$ cat config.mk
export PLATFORM = sky130hd
export DESIGN_NAME = bcd2count
export DESIGN_NICKNAME = d
export VERILOG_FILES = /design/src/rtl/bcd2count.sv
export SDC_FILE = /design/constraint.sdc
export NUM_CORES = 1
export LEC_CHECK = 0
export ABC_AREA = 1
export BUFFER_PORTS_ARGS = -buffer_cell sky130_fd_sc_hd__buf_2
export CAP_MARGIN = 5
export CORE_UTILIZATION = 32
export CTS_CLUSTER_DIAMETER = 200
export DETAILED_ROUTE_END_ITERATION = 8
export PLACE_DENSITY = 0.5
export SETUP_SLACK_MARGIN = 0.3
export SLEW_MARGIN = 25
export SYNTH_ARGS = -nofsm -noshare
export SYNTH_HDL_FRONTEND = slang
export SYNTH_SLANG_ARGS = --single-unit
$ cat constraint.sdc
create_clock -name NEclk -period 10.8 [get_ports NEclk]
set_input_delay 2.7 -clock NEclk [delete_from_list [all_inputs] [get_ports NEclk]]
set_output_delay 2.7 -clock NEclk [all_outputs]
set_load 0.05 [all_outputs]
$ cat src/rtl/bcd2count.sv
// BCD time (hh:mm:ss.mmm) to binary millisecond count, one digit per NEclk falling edge.
// Optional digit range checking is compiled in with `define BCD2COUNT_RANGE_CHECK_EN.
module bcd2count #(
  parameter int BITS = 29
) (
  input  logic            NEclk,
  input  logic            Reset,
  input  logic            Start,
  input  logic [3:0]      bcd_h_1,
  input  logic [3:0]      bcd_h_0,
  input  logic [3:0]      bcd_min_1,
  input  logic [3:0]      bcd_min_0,
  input  logic [3:0]      bcd_s_1,
  input  logic [3:0]      bcd_s_0,
  input  logic [3:0]      bcd_ms_2,
  input  logic [3:0]      bcd_ms_1,
  input  logic [3:0]      bcd_ms_0,
  output logic            Busy,
  output logic            Done,
  output logic            Err,
  output logic [BITS-1:0] count
);

  typedef enum logic [1:0] {IDLE, CONV, DONE} state_t;

  state_t          state;
  logic [35:0]     digits;
  logic [BITS-1:0] acc;
  logic [3:0]      step;
  logic [3:0]      cur_digit;
  logic [3:0]      cur_radix;
  logic [BITS-1:0] acc_next;
  logic            range_bad;

  // Digits are packed most-significant first: h_1 sits in [35:32], ms_0 in [3:0].
  always_comb begin
    cur_digit = 4'd0;
    cur_radix = 4'd10;
    case (step)
      4'd0: begin cur_digit = digits[35:32]; cur_radix = 4'd10; end
      4'd1: begin cur_digit = digits[31:28]; cur_radix = 4'd10; end
      4'd2: begin cur_digit = digits[27:24]; cur_radix = 4'd6;  end
      4'd3: begin cur_digit = digits[23:20]; cur_radix = 4'd10; end
      4'd4: begin cur_digit = digits[19:16]; cur_radix = 4'd6;  end
      4'd5: begin cur_digit = digits[15:12]; cur_radix = 4'd10; end
      4'd6: begin cur_digit = digits[11:8];  cur_radix = 4'd10; end
      4'd7: begin cur_digit = digits[7:4];   cur_radix = 4'd10; end
      4'd8: begin cur_digit = digits[3:0];   cur_radix = 4'd10; end
      default: begin cur_digit = 4'd0; cur_radix = 4'd10; end
    endcase
    acc_next = acc * BITS'(cur_radix) + BITS'(cur_digit);
  end

`ifdef BCD2COUNT_RANGE_CHECK_EN
  always_comb begin
    range_bad = 1'b0;
    for (int i = 0; i < 9; i++) begin
      if (digits[4*i +: 4] > 4'd9) range_bad = 1'b1;
    end
    if (digits[27:24] > 4'd5 || digits[19:16] > 4'd5) range_bad = 1'b1;
  end
`else
  assign range_bad = 1'b0;
`endif

  always_ff @(negedge NEclk) begin
    if (Reset) begin
      state  <= IDLE;
      Busy   <= 1'b0;
      Done   <= 1'b0;
      Err    <= 1'b0;
      count  <= '0;
      acc    <= '0;
      step   <= 4'd0;
      digits <= '0;
    end else begin
      case (state)
        IDLE: begin
          Done <= 1'b0;
          if (Start) begin
            digits <= {bcd_h_1, bcd_h_0, bcd_min_1, bcd_min_0,
                       bcd_s_1, bcd_s_0, bcd_ms_2, bcd_ms_1, bcd_ms_0};
            acc    <= '0;
            step   <= 4'd0;
            Err    <= 1'b0;
            Busy   <= 1'b1;
            state  <= CONV;
          end
        end
        CONV: begin
          acc <= acc_next;
          if (step == 4'd8) begin
            count <= range_bad ? '0 : acc_next;
            Err   <= range_bad;
            Busy  <= 1'b0;
            Done  <= 1'b1;
            state <= DONE;
          end else begin
            step <= step + 4'd1;
          end
        end
        DONE: begin
          Done  <= 1'b0;
          state <= IDLE;
        end
        default: begin
          Busy  <= 1'b0;
          Done  <= 1'b0;
          state <= IDLE;
        end
      endcase
    end
  end

endmodule

==> out/results.env, run 1 <==
CTS_INSERTED_BUFFERS=9
POSTSYNTHCELLCOUNT=1163
CLK_PATH_BUF_DEPTH=2
SYNTH_TOP_AREA_SHARE_PCT=27.1
POSTSYNTHAREAPERCELL_UM2=6.41
CRITICAL_PATH_DESTINATION='step[3]'
HOLDCRITPATHCLASS='reg -> reg'
IR_DROP_WORST_CASE_VDD_mV=0.0827
MAX_CAP_VIOL_COUNT=0
LAYOUT.NETS=1442
INITIALDRTVIOLATIONCOUNT=405
CLOCK_LATENCY_NS=0.42
CTS_SETUP_BUFFERS=0
SYNTH_COMPOUND_GATE_AREA_SHARE_PCT=11.2
FIRST_GLOBAL_VIAS=7277
CRIT_FANOUT=56
POSTSYNTH.ASYNCRESETSHARE_PCT=0
CRIT_PATH_REQUIRED_TIME_NS=5.75
SYNTH-WARNING-COUNT=0
WORST_MAX_SLEW_PIN_SLEW_NS=0.822
DPL_WORST_SLACK_NS=1.20
SYNTHADDERAREAFRAC_PCT=18.4
POST_DRT_VIA_CELL_RATIO=4.66
CHIPWIDTH_UM=155
POST_SYNTH_AND_OR_NAND_NOR_AREA_FRACTION_PCT=29.2
PLACE.PORT_BUFFERS=69
SEQUENTIAL_CELL_AREA_UM2=2020
SYNTH_TOP_FAMILY_BY_AREA='simple AND/OR/NAND/NOR gates'
TIMING.CRITICAL_PATH.FROM='Start'
MAPPEDNETLISTNETS=1311
CTS_MAX_LEVEL=3
CLK_ROOT_BUFFER_CELL='clkbuf_16'
POST-SYNTH-TOP-AREA-CELL='dfxtp_1'
FP-ROW-COUNT=55
GRT_ANTENNA_BEFORE_REPAIR=0
MAX_SLEW_MARGIN_PCT=45.1
LAYOUT.CELLS.MOST_COMMON='nand2_1'
MUXSHAREOFSYNTHAREA_PCT=0
MULTI_INPUT_AREA_UM2=4500
SYNTH_XOR_AREA_SHARE_PCT=1.41
LEAKAGEPOWER_nW=5.23
RR_STARTPOINT='step[0]'
SYNTH_CELL_TYPE_COUNT=39
SYNTHESIS.AREA_UM2=7450
FINALSETUPVIOLATIONS=0
CTS_REPAIR_RESIZE_COUNT=0
POST_SYNTH_EDFFS=0
FINAL_ANTENNA_NET_COUNT=0
SYN2LAYOUT_AREA_GROWTH_PCT=16.4
UTILIZATION_OF_THE_CORE_AFTER_ROUTING_PCT=38.2
TRITONCTS_CLOCK_TREE='done'
TOTAL_CONGESTION_OVERFLOW=0
DRCVIOLATIONCOUNT=0
NUMBER_OF_SINKS_ON_THE_CLOCK_NET=101
WORST_SETUP_PATH_END_KIND='flip-flop'
DIEHEIGHT_UM=155
WORST_CLOCK_SKEW_NS=0.0190
YOSYS_REGISTER_BITS=101
HALF_PERIMETER_WIRE_LENGTH_AFTER_PLACEMENT_UM=16900
DRIVE_ABOVE_1_SHARE_PCT=8.55
NUM-FILL-CELLS=2535
INITIAL_CORE_UTILIZATION_PCT=32.8
TIMING.FINAL.MAX_SLEW_VIOLATIONS=0
WORST_R2R_PATH_DEPTH=21
FINALWEIGHTEDCONGESTION=0.850
POWER_PER_CELL_AREA_nW_PER_UM2=114
RSZ_0062_RAISED_AFTER_GLOBAL_ROUTING='false'
FLOORPLAN.IO_PINS=71
FINAL_HOLD_VIOL_COUNT=0
CTS.HOLD.BUFFERS_ADDED=0
CP-START-KIND='primary input'
R2R_SLACK_NS=6.53
DETAIL_ROUTE.WL_PER_CELL_UM=13.6
DIEAREA_UM2=23900
ROUTE.VIAS.TOTAL=7378
PATH_CLASS='in -> reg'
MAXIMUM_NUMBER_OF_PINS_ON_ONE_NET_BEFORE_GLOBAL_ROUTE_REPAIR=57
GRT.TOTAL_USAGE_PCT=18.9
PLACEABLECOREAREA_UM2=22700
FINALSETUPTNS_NS=0
RR_ENDPOINT='acc[16]'
RUN_STATUS='complete, no violations'
CLK_TRANSITION_REPORTED_PATHS_NS=0.04
DRT_PRE_ANTENNA_ITERS=5
MAIN_AREA_CONTRIBUTORS_AFTER_SYNTHESIS='dfxtp_1 (27%), ha_1 (18%), nand2_1 (17%), inv_1 (9.0%), nor2_1 (6.8%)'
DETAIL_ROUTE.WIRELENGTH_UM=21600
MOSTFREQUENTLAYOUTCELLS='nand2_1 (342), inv_1 (279), nor2_1 (135)'
GRT_PASS1_WL_UM=35400
SYNTH.YOSYS.SEQ_AREA_SHARE_PCT=27.1
CRIT_ARRIVAL_NS=4.13
ANTENNA_CELLS_INSERTED=0
SETUP_SLACK_NS=1.62
FINALPOWER_W=0.000989
SYNTH_TOP_FLOP_CELL='dfxtp_1'
stage by stage:
| stage | cell area, um^2 | cells | hold slack, ns |
|---|---|---|---|
| floorplan | 7450 | 1163 | 0.424 |
| finish | 8680 | 1584 | 0.445 |
| CTS | 8680 | 1584 | 0.443 |
| global placement | 7970 | 1468 | 0.432 |
| detailed placement | 7970 | 1468 | 0.438 |
| global route | 8680 | 1584 | 0.469 |
cell families (layout without fill, tap and decap cells):
family / after synthesis / in the layout
compound gates: 156 / 156
xor+xnor: 12 / 12
fa+ha+maj: 109 / 109
buf+inv: 242 / 378
flops: 101 / 101
other cells: 1 / 1
simple gates: 542 / 542
critical path, stage by stage:
cell and delay, ns:
buf_2 0.10, inv_1 0.06, nor2_2 0.05, inv_2 0.59, nand2_1 0.18, inv_2 0.13, nor2_1 0.06, nand3_1 0.08
o21ai_1 0.06, a21oi_1 0.10
cells in the mapped netlist (all sizes together) (8+ instances only):
cell type    n
nand4        8
nand2      348
inv        187
a21oi       51
nor2       139
ha         108
clkbuf      40
o21ai       82
o22ai        8
dfxtp      101
nand3       36
buf         14
where the power goes:
group          switching, W  internal, W
clock              0.000257     0.000257
sequential       0.00000680     0.000389
combinational     0.0000530    0.0000254
flip-flops by register name (all words and copies together), names as in the netlist:
name and count:
Done 1, step 4, acc 28, Busy 1, count 29, digits 36, state 2
worst min path at each step:
stage | startpoint | to | slack [ns] | cells past startpoint
3_3_place_gp | digits[11] | digits[11] | 0.43 | 2
3_5_place_dp | digits[2] | digits[2] | 0.44 | 2
4_1_cts | digits[11] | digits[11] | 0.44 | 2
6_report | digits[11] | digits[11] | 0.44 | 2
2_1_floorplan | digits[5] | digits[5] | 0.42 | 2
5_1_grt | digits[13] | digits[13] | 0.47 | 2
routing by layer:
layer  global-route usage (%)  share of wire (%)
met1                     23.7                 48
met3                     4.99                3.9
met5                        0                  0
met2                     30.8                 46
met4                     7.07                1.4
area by class of cell:
class	count	share of cell area, %
timing repair buffer	74	4.41
tap	285	4.11
multi-input combinational	820	51.9
clock buffer	9	2.59
clock inverter	108	5.65
sequential	101	23.3
inverter	187	8.09
No activity file was read; power rests on OpenSTA's default activity.
==> run 2: changes to the inputs <==
--- a/config.mk
+++ b/config.mk
@@ -5,13 +5,13 @@
 export SDC_FILE = /design/constraint.sdc
 export NUM_CORES = 1
 export LEC_CHECK = 0
-export ABC_AREA = 1
+export ABC_AREA = 0
 export BUFFER_PORTS_ARGS = -buffer_cell sky130_fd_sc_hd__buf_2
 export CAP_MARGIN = 5
 export CORE_UTILIZATION = 32
 export CTS_CLUSTER_DIAMETER = 200
 export DETAILED_ROUTE_END_ITERATION = 8
-export PLACE_DENSITY = 0.5
+export PLACE_DENSITY = 0.52
 export SETUP_SLACK_MARGIN = 0.3
 export SLEW_MARGIN = 25
 export SYNTH_ARGS = -nofsm -noshare
==> constraint.sdc (replaced) <==
create_clock -name NEclk -period 7.98 [get_ports NEclk]
set_input_delay 1.995 -clock NEclk [delete_from_list [all_inputs] [get_ports NEclk]]
set_output_delay 1.995 -clock NEclk [all_outputs]
set_load 0.05 [all_outputs]
==> run 2 against run 1 <==
Utilization grew 1.2 points. Register-to-register slack lost 4.0 ns. Sequential share of layout area grew 2.7 points. Count of clock-buffer cells in the layout is the same. Clock skew grew 0.010 ns. Setup slack lost 0.71 ns. Sequential power grew 34%. Power grew 31%. Final area shrank 11%. Cell count shrank 26%. First-iteration DRC count shrank 51%. Wire length shrank 25%. Critical endpoint is now count[4].
==> out/results.env, run 2 <==
SYNTH.TOP_CELLS.BY_COUNT='nand2_1 (145), ha_1 (108), dfxtp_1 (101)'
SYNTH_CELL_TYPE_COUNT=54
UTILIZATION_OF_THE_CORE_AFTER_ROUTING_PCT=39.4
SYNTH_TOP_AREA_SHARE_PCT=30.9
CHIPWIDTH_UM=145
PLACE.PORT_BUFFERS=69
DIEHEIGHT_UM=145
FIRST_GLOBAL_VIAS=5868
POSTSYNTH.ASYNCRESETSHARE_PCT=0
POST_SYNTH_EDFFS=0
PLACEABLECOREAREA_UM2=19700
DRCVIOLATIONCOUNT=0
RUN_STATUS='complete, no violations'
CPLARGESTDELAYFAMILY='flip-flops'
CRIT_ARRIVAL_NS=5.07
POST_DRT_VIA_CELL_RATIO=4.93
POSTSYNTHAREAPERCELL_UM2=8.42
REGMOSTFLOPS='digits'
CTS.HOLD.BUFFERS_ADDED=0
POST-SYNTH-TOP-AREA-CELL='dfxtp_1'
DRT_PRE_ANTENNA_ITERS=7
PLACED_CELLS=1059
DRIVE_ABOVE_1_SHARE_PCT=15.3
NUMBER_OF_FLIP_FLOPS_UNDER_THE_LARGEST_REGISTER_NAME=36
MAPPEDNETLISTNETS=925
FINALWEIGHTEDCONGESTION=0.811
SYNTH.YOSYS.SEQ_AREA_SHARE_PCT=30.9
POWER_PER_CELL_AREA_nW_PER_UM2=167
CTS_REPAIR_RESIZE_COUNT=0
GRT_ANTENNA_BEFORE_REPAIR=0
PATH_CELLS='buf_2'
CP-START-KIND='flip-flop'
MAIN_AREA_CONTRIBUTORS_AFTER_SYNTHESIS='dfxtp_1 (31%), ha_1 (21%), nand2_1 (8.3%), a21oi_1 (7.3%), mux2_2 (4.3%)'
CRITPATHSLOWESTCELL='dfxtp_1'
SYN2LAYOUT_AREA_GROWTH_PCT=18.7
GRT.TOTAL_USAGE_PCT=16.1
LAYOUT.NETS=1053
FILLER_FREE_CELL_COUNT_OF_THE_FINISHED_DESIGN=1175
NUM-FILL-CELLS=2097
FINALPOWER_W=0.00130
CTS_INSERTED_BUFFERS=9
CLOCK_LATENCY_NS=0.43
WORST_MAX_SLEW_PIN_SLEW_NS=0.742
IR_DROP_WORST_CASE_VDD_mV=0.126
MOSTFREQUENTLAYOUTCELLS='nand2_1 (144), inv_1 (111), ha_1 (108)'
CLK_TRANSITION_REPORTED_PATHS_NS=0.03
FINALSETUPVIOLATIONS=0
CLK_PATH_BUF_DEPTH=2
ANTENNA_CELLS_INSERTED=0
HALF_PERIMETER_WIRE_LENGTH_AFTER_PLACEMENT_UM=11800
SYNTH-WARNING-COUNT=0
LAYOUT.CELLS.MOST_COMMON='nand2_1'
DIEAREA_UM2=21000
DETAIL_ROUTE.WL_PER_CELL_UM=13.8
GRT_PASS1_WL_UM=27500
INITIAL_CORE_UTILIZATION_PCT=33.2
CRIT_PATH_REQUIRED_TIME_NS=5.99
MAXIMUM_NUMBER_OF_PINS_ON_ONE_NET_BEFORE_GLOBAL_ROUTE_REPAIR=43
FINALSETUPTNS_NS=0
SYNTHESIS.AREA_UM2=6540
INITIALDRTVIOLATIONCOUNT=200
SLOWEST_DELAY_NS=0.37
FINAL_HOLD_VIOL_COUNT=0
TRITONCTS_CLOCK_TREE='done'
LEAKAGEPOWER_nW=4.02
FLOORPLAN.IO_PINS=71
WORST_CLOCK_SKEW_NS=0.0290
LARGESTREGISTERS='digits: 36 flops, count: 29 flops, acc: 28 flops'
MAX_SLEW_MARGIN_PCT=50.4
CTS_SETUP_BUFFERS=0
FP-ROW-COUNT=51
TIMING.FINAL.MAX_SLEW_VIOLATIONS=0
HOLDCRITPATHCLASS='reg -> reg'
WORST_SETUP_PATH_END_KIND='primary output'
PATH_CLASS='reg -> out'
CLK_ROOT_BUFFER_CELL='clkbuf_16'
SYNTH_TOP_FLOP_CELL='dfxtp_1'
NUMBER_OF_SINKS_ON_THE_CLOCK_NET=101
MAX_CAP_VIOL_COUNT=0
TIMING.CRITICAL_PATH.BUF_INV=1
CTS_MAX_LEVEL=3
DETAIL_ROUTE.WIRELENGTH_UM=16200
CRIT_FANOUT=2
POSTSYNTHCELLCOUNT=777
MOST_FREQUENTLY_USED_CELL_TYPE_IN_THE_POST_SYNTHESIS_NETLIST='nand2_1'
RSZ_0062_RAISED_AFTER_GLOBAL_ROUTING='false'
TOTAL_CONGESTION_OVERFLOW=0
YOSYS_REGISTER_BITS=101
FINAL_ANTENNA_NET_COUNT=0
ROUTE.VIAS.TOTAL=5787
==> run 2: cells by family (layout without fill, tap and decap cells) <==
logic type | after synthesis | after routing | share of synthesized area (%)
DFF | 101 | 101 | 30.9
other | 1 | 1 | 0.0573
xor gates and xnor gates | 28 | 28 | 3.75
muxes | 29 | 29 | 4.93
AOI/OAI and AO/OA | 205 | 205 | 20.1
adders and majority gates | 109 | 109 | 21.0
and+or+nand+nor | 231 | 231 | 14.9
buffers and inverters | 73 | 206 | 4.38
==> run 2: path summary, 6_finish.rpt <==
| kind | from | endpoint | slack (ns) | cells after the start |
|---|---|---|---|---|
| max | count[4] | count[4] | 0.92 | 1 |
| min | count[13] | count[13] | 0.45 | 2 |
| max reg2reg | step[0] | count[26] | 2.56 | 18 |
| min reg2reg | count[13] | count[13] | 0.45 | 2 |
==> run 2: layout make-up <==
cell class / instances / area, um^2 / share of cell area [%]
repair buffers: 79 / 420 / 5.41
well taps: 265 / 332 / 4.27
inverters: 10 / 37.5 / 0.483
clock inverters: 108 / 478 / 6.15
clock buffers: 9 / 225 / 2.90
multi-input cells: 603 / 4250 / 54.8
flip-flops and latches: 101 / 2020 / 26.0
==> run 2: through the flow <==
step,hold WS (ns),instance area [um^2],setup WS (ns)
2_1_floorplan,0.436,6540,0.819
3_3_place_gp,0.440,7060,0.782
3_5_place_dp,0.443,7060,0.780
4_1_cts,0.448,7760,0.895
5_1_grt,0.469,7770,0.873
6_report,0.446,7770,0.917
==> run 2: report_power, final <==
group | switching (W) | total [W] | leakage (nW) | internal, W
Combinational | 0.0000597 | 0.0000930 | 2.50 | 0.0000333
Clock | 0.000374 | 0.000675 | 0.696 | 0.000301
Sequential | 0.00000829 | 0.000530 | 0.820 | 0.000522
Total | 0.000442 | 0.00130 | 4.02 | 0.000856
==> run 2: metal layers <==
metal | vias to the layer above | global-route usage (%) | wire length [um]
met5 | - | 0 | 0
met4 | 0 | 7.45 | 260
met3 | 23 | 5.75 | 1120
met2 | 151 | 25.3 | 7470
met1 | 2619 | 19.7 | 7390
li1 | 2994 | - | -
